File: config.mk
export PLATFORM = sky130hd
export DESIGN_NAME = fb_arbiter
export DESIGN_NICKNAME = d
export VERILOG_FILES = /design/src/rtl/fb_arbiter.sv
export SDC_FILE = /design/constraint.sdc
export NUM_CORES = 1
export LEC_CHECK = 0
export CORE_MARGIN = 3
export CORE_UTILIZATION = 42
export DETAILED_ROUTE_END_ITERATION = 6
export PLACE_DENSITY_LB_ADDON = 0.08
export SYNTH_ARGS = -nofsm -noshare
export SYNTH_HDL_FRONTEND = slang
export SYNTH_SLANG_ARGS = --single-unit
File: constraint.sdc
create_clock -name sys_clk -period 4 [get_ports sys_clk]
set_input_delay 1.2 -clock sys_clk [delete_from_list [all_inputs] [get_ports sys_clk]]
set_output_delay 1.2 -clock sys_clk [all_outputs]
set_load 0.02 [all_outputs]
File: src/rtl/fb_arbiter.sv
// -----------------------------------------------------------------------------
// fb_arbiter
//   Shares one single-port framebuffer RAM between the VGA prefetcher
//   (read-only, priority) and the CPU video-memory bus (reads and byte-masked
//   writes). A bounded VGA streak counter forces the CPU in after VGA_BURST
//   consecutive VGA grants while the CPU is waiting.
//
//   Access sequence: IDLE -> ISSUE -> WAIT (reads only) -> ACK -> GAP -> IDLE.
//
// Ports
//   sys_clk, reset        clock; asynchronous active-high reset
//   vga_access/_address   prefetch read request (held until vga_ack)
//   vga_ack, vga_data     one-cycle completion pulse, read data
//   cpu_access, cpu_wr_en, cpu_address, cpu_bytesel, cpu_wr_data
//                         CPU request (held until cpu_ack, maybe one cycle more)
//   cpu_ack, cpu_data     one-cycle completion pulse, read data
//   ram_address, ram_wr_en, ram_bytesel, ram_wr_data
//                         registered RAM command outputs
//   ram_rd_data           RAM read data, valid RAM_LATENCY cycles after address
// -----------------------------------------------------------------------------
module fb_arbiter #(
  parameter int RAM_LATENCY = 1,
  parameter int VGA_BURST   = 8
) (
  input  logic        sys_clk,
  input  logic        reset,
  input  logic        vga_access,
  input  logic [15:0] vga_address,
  output logic        vga_ack,
  output logic [15:0] vga_data,
  input  logic        cpu_access,
  input  logic        cpu_wr_en,
  input  logic [15:0] cpu_address,
  input  logic [1:0]  cpu_bytesel,
  input  logic [15:0] cpu_wr_data,
  output logic        cpu_ack,
  output logic [15:0] cpu_data,
  output logic [15:0] ram_address,
  output logic        ram_wr_en,
  output logic [1:0]  ram_bytesel,
  output logic [15:0] ram_wr_data,
  input  logic [15:0] ram_rd_data
);

  localparam int STREAK_W = $clog2(VGA_BURST + 1);
  localparam int WAIT_W   = (RAM_LATENCY > 1) ? $clog2(RAM_LATENCY) : 1;

  localparam logic [STREAK_W-1:0] STREAK_MAX = STREAK_W'(VGA_BURST);
  localparam logic [WAIT_W-1:0]   WAIT_LOAD  = WAIT_W'(RAM_LATENCY - 1);

  typedef enum logic [2:0] {
    S_IDLE,
    S_ISSUE,
    S_WAIT,
    S_ACK,
    S_GAP
  } state_t;

  state_t              state_q, state_d;
  logic                owner_cpu_q;   // 1: current access belongs to the CPU
  logic                is_write_q;
  logic [WAIT_W-1:0]   wait_cnt_q;
  logic [STREAK_W-1:0] streak_q;

  logic grant_vga;
  logic grant_cpu;
  logic capture;

  // Next-state and grant decode.
  // NOTE: every signal assigned here gets a default first so no path leaves
  // it unassigned; that is what keeps this block from inferring latches.
  always_comb begin
    state_d   = state_q;
    grant_vga = 1'b0;
    grant_cpu = 1'b0;
    capture   = 1'b0;
    case (state_q)
      S_IDLE: begin
        // VGA has priority unless the CPU has already waited out a full streak.
        if (cpu_access && (!vga_access || streak_q == STREAK_MAX)) begin
          grant_cpu = 1'b1;
        end else if (vga_access) begin
          grant_vga = 1'b1;
        end
        if (grant_cpu || grant_vga) begin
          state_d = S_ISSUE;
        end
      end
      S_ISSUE: state_d = is_write_q ? S_ACK : S_WAIT;
      S_WAIT: begin
        // Read data is valid in the last WAIT cycle.
        if (wait_cnt_q == '0) begin
          capture = 1'b1;
          state_d = S_ACK;
        end
      end
      S_ACK:   state_d = S_GAP;
      // One dead cycle so a requester still holding access right after its
      // ack is not granted a second time.
      S_GAP:   state_d = S_IDLE;
      default: state_d = S_IDLE;
    endcase
  end

  // NOTE: all state below uses non-blocking assignments so every flop samples
  // the pre-edge values of the others, independent of statement order.
  always_ff @(posedge sys_clk or posedge reset) begin
    if (reset) begin
      state_q     <= S_IDLE;
      owner_cpu_q <= 1'b0;
      is_write_q  <= 1'b0;
      wait_cnt_q  <= '0;
      streak_q    <= '0;
      ram_address <= '0;
      ram_wr_en   <= 1'b0;
      ram_bytesel <= '0;
      ram_wr_data <= '0;
      vga_data    <= '0;
      cpu_data    <= '0;
    end else begin
      state_q <= state_d;

      // The write strobe is set only by a CPU write grant, so it is high for
      // exactly the ISSUE cycle that follows.
      ram_wr_en <= grant_cpu && cpu_wr_en;

      if (grant_cpu) begin
        owner_cpu_q <= 1'b1;
        is_write_q  <= cpu_wr_en;
        ram_address <= cpu_address;
        ram_bytesel <= cpu_bytesel;
        ram_wr_data <= cpu_wr_data;
      end else if (grant_vga) begin
        owner_cpu_q <= 1'b0;
        is_write_q  <= 1'b0;
        ram_address <= vga_address;
        ram_bytesel <= 2'b11;
      end

      if (state_q == S_ISSUE) begin
        wait_cnt_q <= WAIT_LOAD;
      end else if (state_q == S_WAIT && wait_cnt_q != '0) begin
        wait_cnt_q <= wait_cnt_q - 1'b1;
      end

      if (capture) begin
        if (owner_cpu_q) begin
          cpu_data <= ram_rd_data;
        end else begin
          vga_data <= ram_rd_data;
        end
      end

      // Streak counts VGA wins that made the CPU wait; it saturates so the
      // CPU grant condition stays true until the CPU is actually served.
      if (grant_cpu) begin
        streak_q <= '0;
      end else if (state_q == S_IDLE && !cpu_access) begin
        streak_q <= '0;
      end else if (grant_vga && streak_q != STREAK_MAX) begin
        streak_q <= streak_q + 1'b1;
      end
    end
  end

  assign vga_ack = (state_q == S_ACK) && !owner_cpu_q;
  assign cpu_ack = (state_q == S_ACK) &&  owner_cpu_q;

endmodule

# --- After elaboration in Yosys (flattened, before gate mapping) ---
# Index checks and enable logic that the tools add are counted.
# W data, S select, Z words.
op_classes:
  addsub: 2
  n_eq_ne: 7
  mux: 25
  n_bitwise: 1
  reduce_logical: 19
op_table:
  columns: ["op", "count"]
  rows:
  - ["$mux W16", 2]
  - ["$mux W1", 15]
  - ["$mux W4", 3]
  - ["$pmux W3 S4", 1]
  - ["$logic_and A1 B1 Y1", 7]
  - ["$eq A3 B2 Y1 const B", 2]
  - ["$mux W3", 2]
  - ["$reduce_and A2 Y1", 3]
  - ["$add A4 B1 Y4 const B", 1]
  - ["$eq A4 B4 Y1 const B", 1]
  - ["$mux W2", 2]
  - ["$ne A2 B2 Y1 const B", 2]
  - ["$ne A4 B4 Y1 const B", 1]
  - ["$reduce_bool A2 Y1", 2]
  - ["$eq A3 B1 Y1 const B", 1]
  - ["$logic_not A1 Y1", 3]
  - ["$logic_not A3 Y1", 1]
  - ["$reduce_bool A3 Y1", 1]
  - ["$logic_or A1 B1 Y1", 2]
  - ["$not A1 Y1", 1]
  - ["$sub A1 B1 Y1 const B", 1]
totals:
  register_bits: 77
  input_bits: 71
  out_inout_bits: 69
  wordCells: 65

# --- Logic depth before layout (Yosys ltp) ---
logic_depth:
  word_depth: 10
  ltp_mapped: 7
  depth_no_buf: 5

# --- Worst setup path before layout ---
# Ideal clock, no wire load.
synth_path:
  kind: "input -> register"
  start: "in cpu_access"
  end: "reg ram_address[0]"
  setup_ps: 116
  arrival_ps: 2474
  required_time_ps: 3884
  slack_ps: 1410
  stages: 5
  path_buffers: 2
  path_cell_list: "clkbuf_2 nor4b_1 buf_2 o211ai_1 o311ai_0"
synth_between:
  elab_chain_len: 5
  word_cells_on_any_way: 9
  cone_classes: "7 x mux; 2 x reduce/logical"
synth_rtl:
  columns: ["item", "line_no", "source"]
  rows:
  - ["from (decl)", "31", "input logic cpu_access,"]
  - ["$logic_and A1 B1 Y1 *", "80", "if (cpu_access && (!vga_access || streak_q == STREAK_MAX)) begin"]
  - ["$mux W1", "80", null]
  - ["$mux W1 (2 in series)", "77", "case (state_q)"]
  - ["$mux W16 / $reduce_bool A2 Y1 (equally long branches)", null, null]
  - ["to (signal assigned)", "130", "ram_address <= cpu_address;"]
  - ["to (signal assigned)", "136", "ram_address <= vga_address;"]
  - ["to (decl)", "38", "output logic [15:0] ram_address,"]
# Every way passes the cells marked *; elsewhere a longest branch is shown, timed or not. The select of a mux whose other input is x is not followed.
# A chain may end at the register's enable or synchronous reset.

# --- Final worst setup path ---
layout_path:
  start: "reg state_q[1]"
  end: "out cpu_ack"
layout_between:
  elab_chain_len: 2
layout_rtl:
  columns: ["item", "line_no", "source"]
  rows:
  - ["from (decl)", "59", "state_t state_q, state_d;"]
  - ["from (signal assigned)", "121", "state_q <= state_d;"]
  - ["$eq A3 B2 Y1", "167", "assign cpu_ack = (state_q == S_ACK) && owner_cpu_q;"]
  - ["$logic_and A1 B1 Y1", "167", null]
  - ["to (decl)", "36", "output logic cpu_ack,"]
# Every way passes these cells.

==> impl_metrics.sql <==
INSERT INTO impl_metrics (metric_group, metric, value, unit) VALUES
('status', 'outcome', 'finished clean', ''),
('route', 'post_drt_wl_per_cell', '16.34', 'microns'),
('logic_synthesis', 'postSynthCellCount', '259', ''),
('finish', 'finish.cell_count_without_fillers', '500', ''),
('timing', 'timing_worst_slew_pin_value', '1.098', 'ns'),
('critical_path', 'regToRegStartpoint', 'state_q[2]', ''),
('finish', 'layout.filler_cells', '564', ''),
('die', 'floorplan.die.height', '94.50', 'microns'),
('pwr', 'pwrdens', '785.2', 'mW/mm^2'),
('die', 'initial_core_util', '0.4440', ''),
('critical_path', 'path_class', 'reg2out', ''),
('clock_tree', 'post_cts.resized_instances', '0', ''),
('critical_path', 'critPathLaunch', 'state_q[1]', ''),
('finish', 'mostFrequentLayoutCell', 'sky130_fd_sc_hd__clkdlybuf4s50_1', ''),
('critical_path', 'r2r_setup_slk', '1.81', 'ns'),
('finish', 'final_layout_size_suffix_gt1_frac', '0.1621', ''),
('die', 'core_region_area', '0.007408', 'sq mm'),
('hold_path', 'hold-path-cell-count', '1', ''),
('finish', 'utilization_of_the_core_after_routing', '0.6705', ''),
('logic_synthesis', 'synth_sequential_area_ratio', '0.5858', ''),
('grt', 'overflow', '0', ''),
('pwr', 'ir_worst_vdd', '442.6', 'uV'),
('hold_path', 'min-delay-start', 'ram_wr_data[3]', ''),
('critical_path', 'critPathCaptureType', 'output pin', ''),
('clock_tree', 'insertion_delay', '0.34', 'ns'),
('finish', 'seq_area', '0.001927', 'sq mm'),
('timing', 'max_slew_vio_count', '0', ''),
('logic_synthesis', 'post_synthesis_area_per_instance', '12.70', 'sq um'),
('finish', 'num_antenna_cells', '0', ''),
('finish', 'mostFrequentLayoutCells', '139 x sky130_fd_sc_hd__clkdlybuf4s50_1, 77 x sky130_fd_sc_hd__dfrtp_1, 39 x sky130_fd_sc_hd__mux2_2', ''),
('timing', 'max-slew-margin-rel', '0.2632', ''),
('route', 'drt_first_pass_iters', '4', ''),
('grt', 'grt_pass1_vias', '2786', ''),
('clock_tree', 'cts_inserted_buffers', '9', ''),
('placed_design', 'post-place-cells', '484', ''),
('logic_synthesis', 'ys.warnings.count', '0', ''),
('placed_design', 'dpl_worst_slack', '0.8559', 'ns'),
('finish', 'multi_input_area', '0.001189', 'sq mm'),
('critical_path', 'launching_element_type_of_the_critical_path', 'flip-flop', ''),
('pwr', 'total_leakage_power', '2.038', 'nW'),
('critical_path', 'r2r.worst_path.cells', '4', ''),
('route', 'post_drt_via_cell_ratio', '5.174', ''),
('clock_tree', 'numClockSinks', '77', ''),
('pwr', 'report.power.total', '0.003900', 'W'),
('die', 'boundaryPins', '140', ''),
('route', 'first_iter_violations', '135', ''),
('finish', 'nNetsFinal', '469', ''),
('critical_path', 'cp.required', '2.80', 'ns'),
('logic_synthesis', 'post_synth_num_cell_types', '37', ''),
('placed_design', 'port-buffer-count', '139', ''),
('timing', 'worst_clock_skew', '0.009781', 'ns'),
('clock_tree', 'cts_setup_buffers', '0', ''),
('grt', 'grt_start_max_net_pins', '49', ''),
('timing', 'fmax', '325.7', 'MHz'),
('route', 'detail_route.drc_violations', '0', ''),
('hold_path', 'min_to', 'ram_wr_data[3]', ''),
('run', 'drv.max_cap_violation_count', '0', ''),
('route', 'vias', '2587', ''),
('logic_synthesis', 'netlist_area', '0.003289', 'sq mm'),
('die', 'floorplan.die_area', '0.008930', 'sq mm'),
('grt', 'first_pass_grt_wire_length', '13380', 'microns'),
('clock_tree', 'postCtsHoldBufs', '0', ''),
('clock_tree', 'tritoncts', 'done', ''),
('logic_synthesis', 'synth-seq-cells', '77', ''),
('die', 'chip_width', '94.50', 'microns'),
('timing', 'timing_hold_violations_final', '0', ''),
('hold_path', 'worst_hold_path_type', 'reg2reg', ''),
('clock_tree', 'cts_h_tree_depth', '3', ''),
('route', 'detail_route.wirelength', '8171', 'microns'),
('route', 'drt.antenna.violating_nets', '0', ''),
('clock_tree', 'cts.root.buffer_cell', 'sky130_fd_sc_hd__clkbuf_8', '');
-- area by class of cell --
cell class / instances / share of cell area
clock buffer: 10 / 0.02771
clock inverter: 6 / 0.01259
inverter: 24 / 0.01839
multi-input combinational: 139 / 0.2393
sequential: 77 / 0.3879
tap: 99 / 0.02494
timing repair buffer: 145 / 0.2892
-- per-stage QoR --
stage | hold slack (ns) | instance area (sq um)
final | 0.4882 | 4967
after global routing | 0.5266 | 4967
after CTS | 0.4977 | 4967
after detailed placement | 0.4787 | 4767
after global placement | 0.4662 | 4767
after floorplan | 0.4663 | 3289
-- state kept, by name, summed over array words and instances, names as in the netlist --
signal       cells
cpu_data        16
is_write_q       1
owner_cpu_q      1
ram_address     16
ram_bytesel      2
ram_wr_data     16
ram_wr_en        1
state_q          3
streak_q         4
vga_data        16
wait_cnt_q       1
-- synthesized netlist by cell type --
cell,count,area share
sky130_fd_sc_hd__a22o_1,1,0.0027
sky130_fd_sc_hd__nor2b_1,2,0.0038
sky130_fd_sc_hd__clkbuf_1,9,0.010
sky130_fd_sc_hd__and3b_1,1,0.0027
sky130_fd_sc_hd__a41oi_1,1,0.0027
sky130_fd_sc_hd__a211oi_4,1,0.0061
sky130_fd_sc_hd__o22ai_1,1,0.0019
sky130_fd_sc_hd__a211o_1,1,0.0027
sky130_fd_sc_hd__o211ai_1,16,0.037
sky130_fd_sc_hd__nand2_1,4,0.0046
sky130_fd_sc_hd__or3_4,1,0.0034
sky130_fd_sc_hd__buf_2,8,0.012
sky130_fd_sc_hd__nand3_1,1,0.0015
sky130_fd_sc_hd__inv_1,23,0.026
sky130_fd_sc_hd__buf_6,1,0.0034
sky130_fd_sc_hd__clkbuf_2,1,0.0015
sky130_fd_sc_hd__o21ai_0,18,0.027
sky130_fd_sc_hd__a21oi_1,1,0.0015
sky130_fd_sc_hd__and2_1,2,0.0038
sky130_fd_sc_hd__o2bb2ai_1,1,0.0027
sky130_fd_sc_hd__nand3b_1,2,0.0046
sky130_fd_sc_hd__dfrtp_1,77,0.59
sky130_fd_sc_hd__mux2_1,9,0.031
sky130_fd_sc_hd__nor2_1,4,0.0046
sky130_fd_sc_hd__a21o_1,1,0.0023
sky130_fd_sc_hd__nor3_1,3,0.0046
sky130_fd_sc_hd__ha_1,2,0.0076
sky130_fd_sc_hd__nor4b_1,2,0.0053
sky130_fd_sc_hd__nand2b_1,2,0.0038
sky130_fd_sc_hd__o311ai_0,16,0.043
sky130_fd_sc_hd__o41ai_1,1,0.0027
sky130_fd_sc_hd__xnor2_1,1,0.0027
sky130_fd_sc_hd__mux2_2,39,0.13
sky130_fd_sc_hd__o21ai_1,1,0.0015
sky130_fd_sc_hd__nand4_1,2,0.0038
sky130_fd_sc_hd__clkinv_1,1,0.0011
sky130_fd_sc_hd__a2bb2oi_1,2,0.0053
-- how the worst max path moves through the flow --
| stage | endpoint | slack (ns) | depth (start not counted) |
|---|---|---|---|
| after floorplan | cpu_data[0] | 0.83 | 1 |
| after global placement | ram_address[0] | 0.89 | 3 |
| after detailed placement | ram_address[0] | 0.86 | 3 |
| after CTS | cpu_ack | 0.90 | 4 |
| after global routing | cpu_ack | 0.72 | 4 |
| final | cpu_ack | 0.93 | 4 |
-- cell families after synthesis --
| logic type | count (synthesis) | synth area share |
|---|---|---|
| compound gates | 62 | 0.1385 |
| xor+xnor | 1 | 0.002663 |
| fa+ha+maj | 2 | 0.007606 |
| buf+inv | 43 | 0.05477 |
| flops | 77 | 0.5858 |
| mux | 48 | 0.1643 |
| simple gates | 26 | 0.04640 |
-- power by group --
part | leakage (nW) | switching, W | internal (W) | total (W)
Sequential | 0.926 | 0.000211 | 0.00115 | 0.00136
Combinational | 1.02 | 0.000934 | 0.00101 | 0.00195
Clock | 0.0943 | 0.000286 | 0.000303 | 0.000589
-- critical path: stages (launching register included) --
cell	delay [ns]
sky130_fd_sc_hd__dfrtp_1	0.52
sky130_fd_sc_hd__nand2_1	0.12
sky130_fd_sc_hd__nor2_1	0.12
sky130_fd_sc_hd__and2_1	0.14
sky130_fd_sc_hd__clkdlybuf4s50_1	0.63
-- layer usage --
layer	wire length, microns	track usage	vias up	part of all wire
met1	3310	0.2448	1266	0.41
met3	846	0.08367	9	0.10
met4	123	0.06370	0	0.015
li1	-	-	1209	-
met2	3891	0.2979	103	0.48
met5	0	0	-	0
Note: power is estimated with default switching activity, not from simulation.
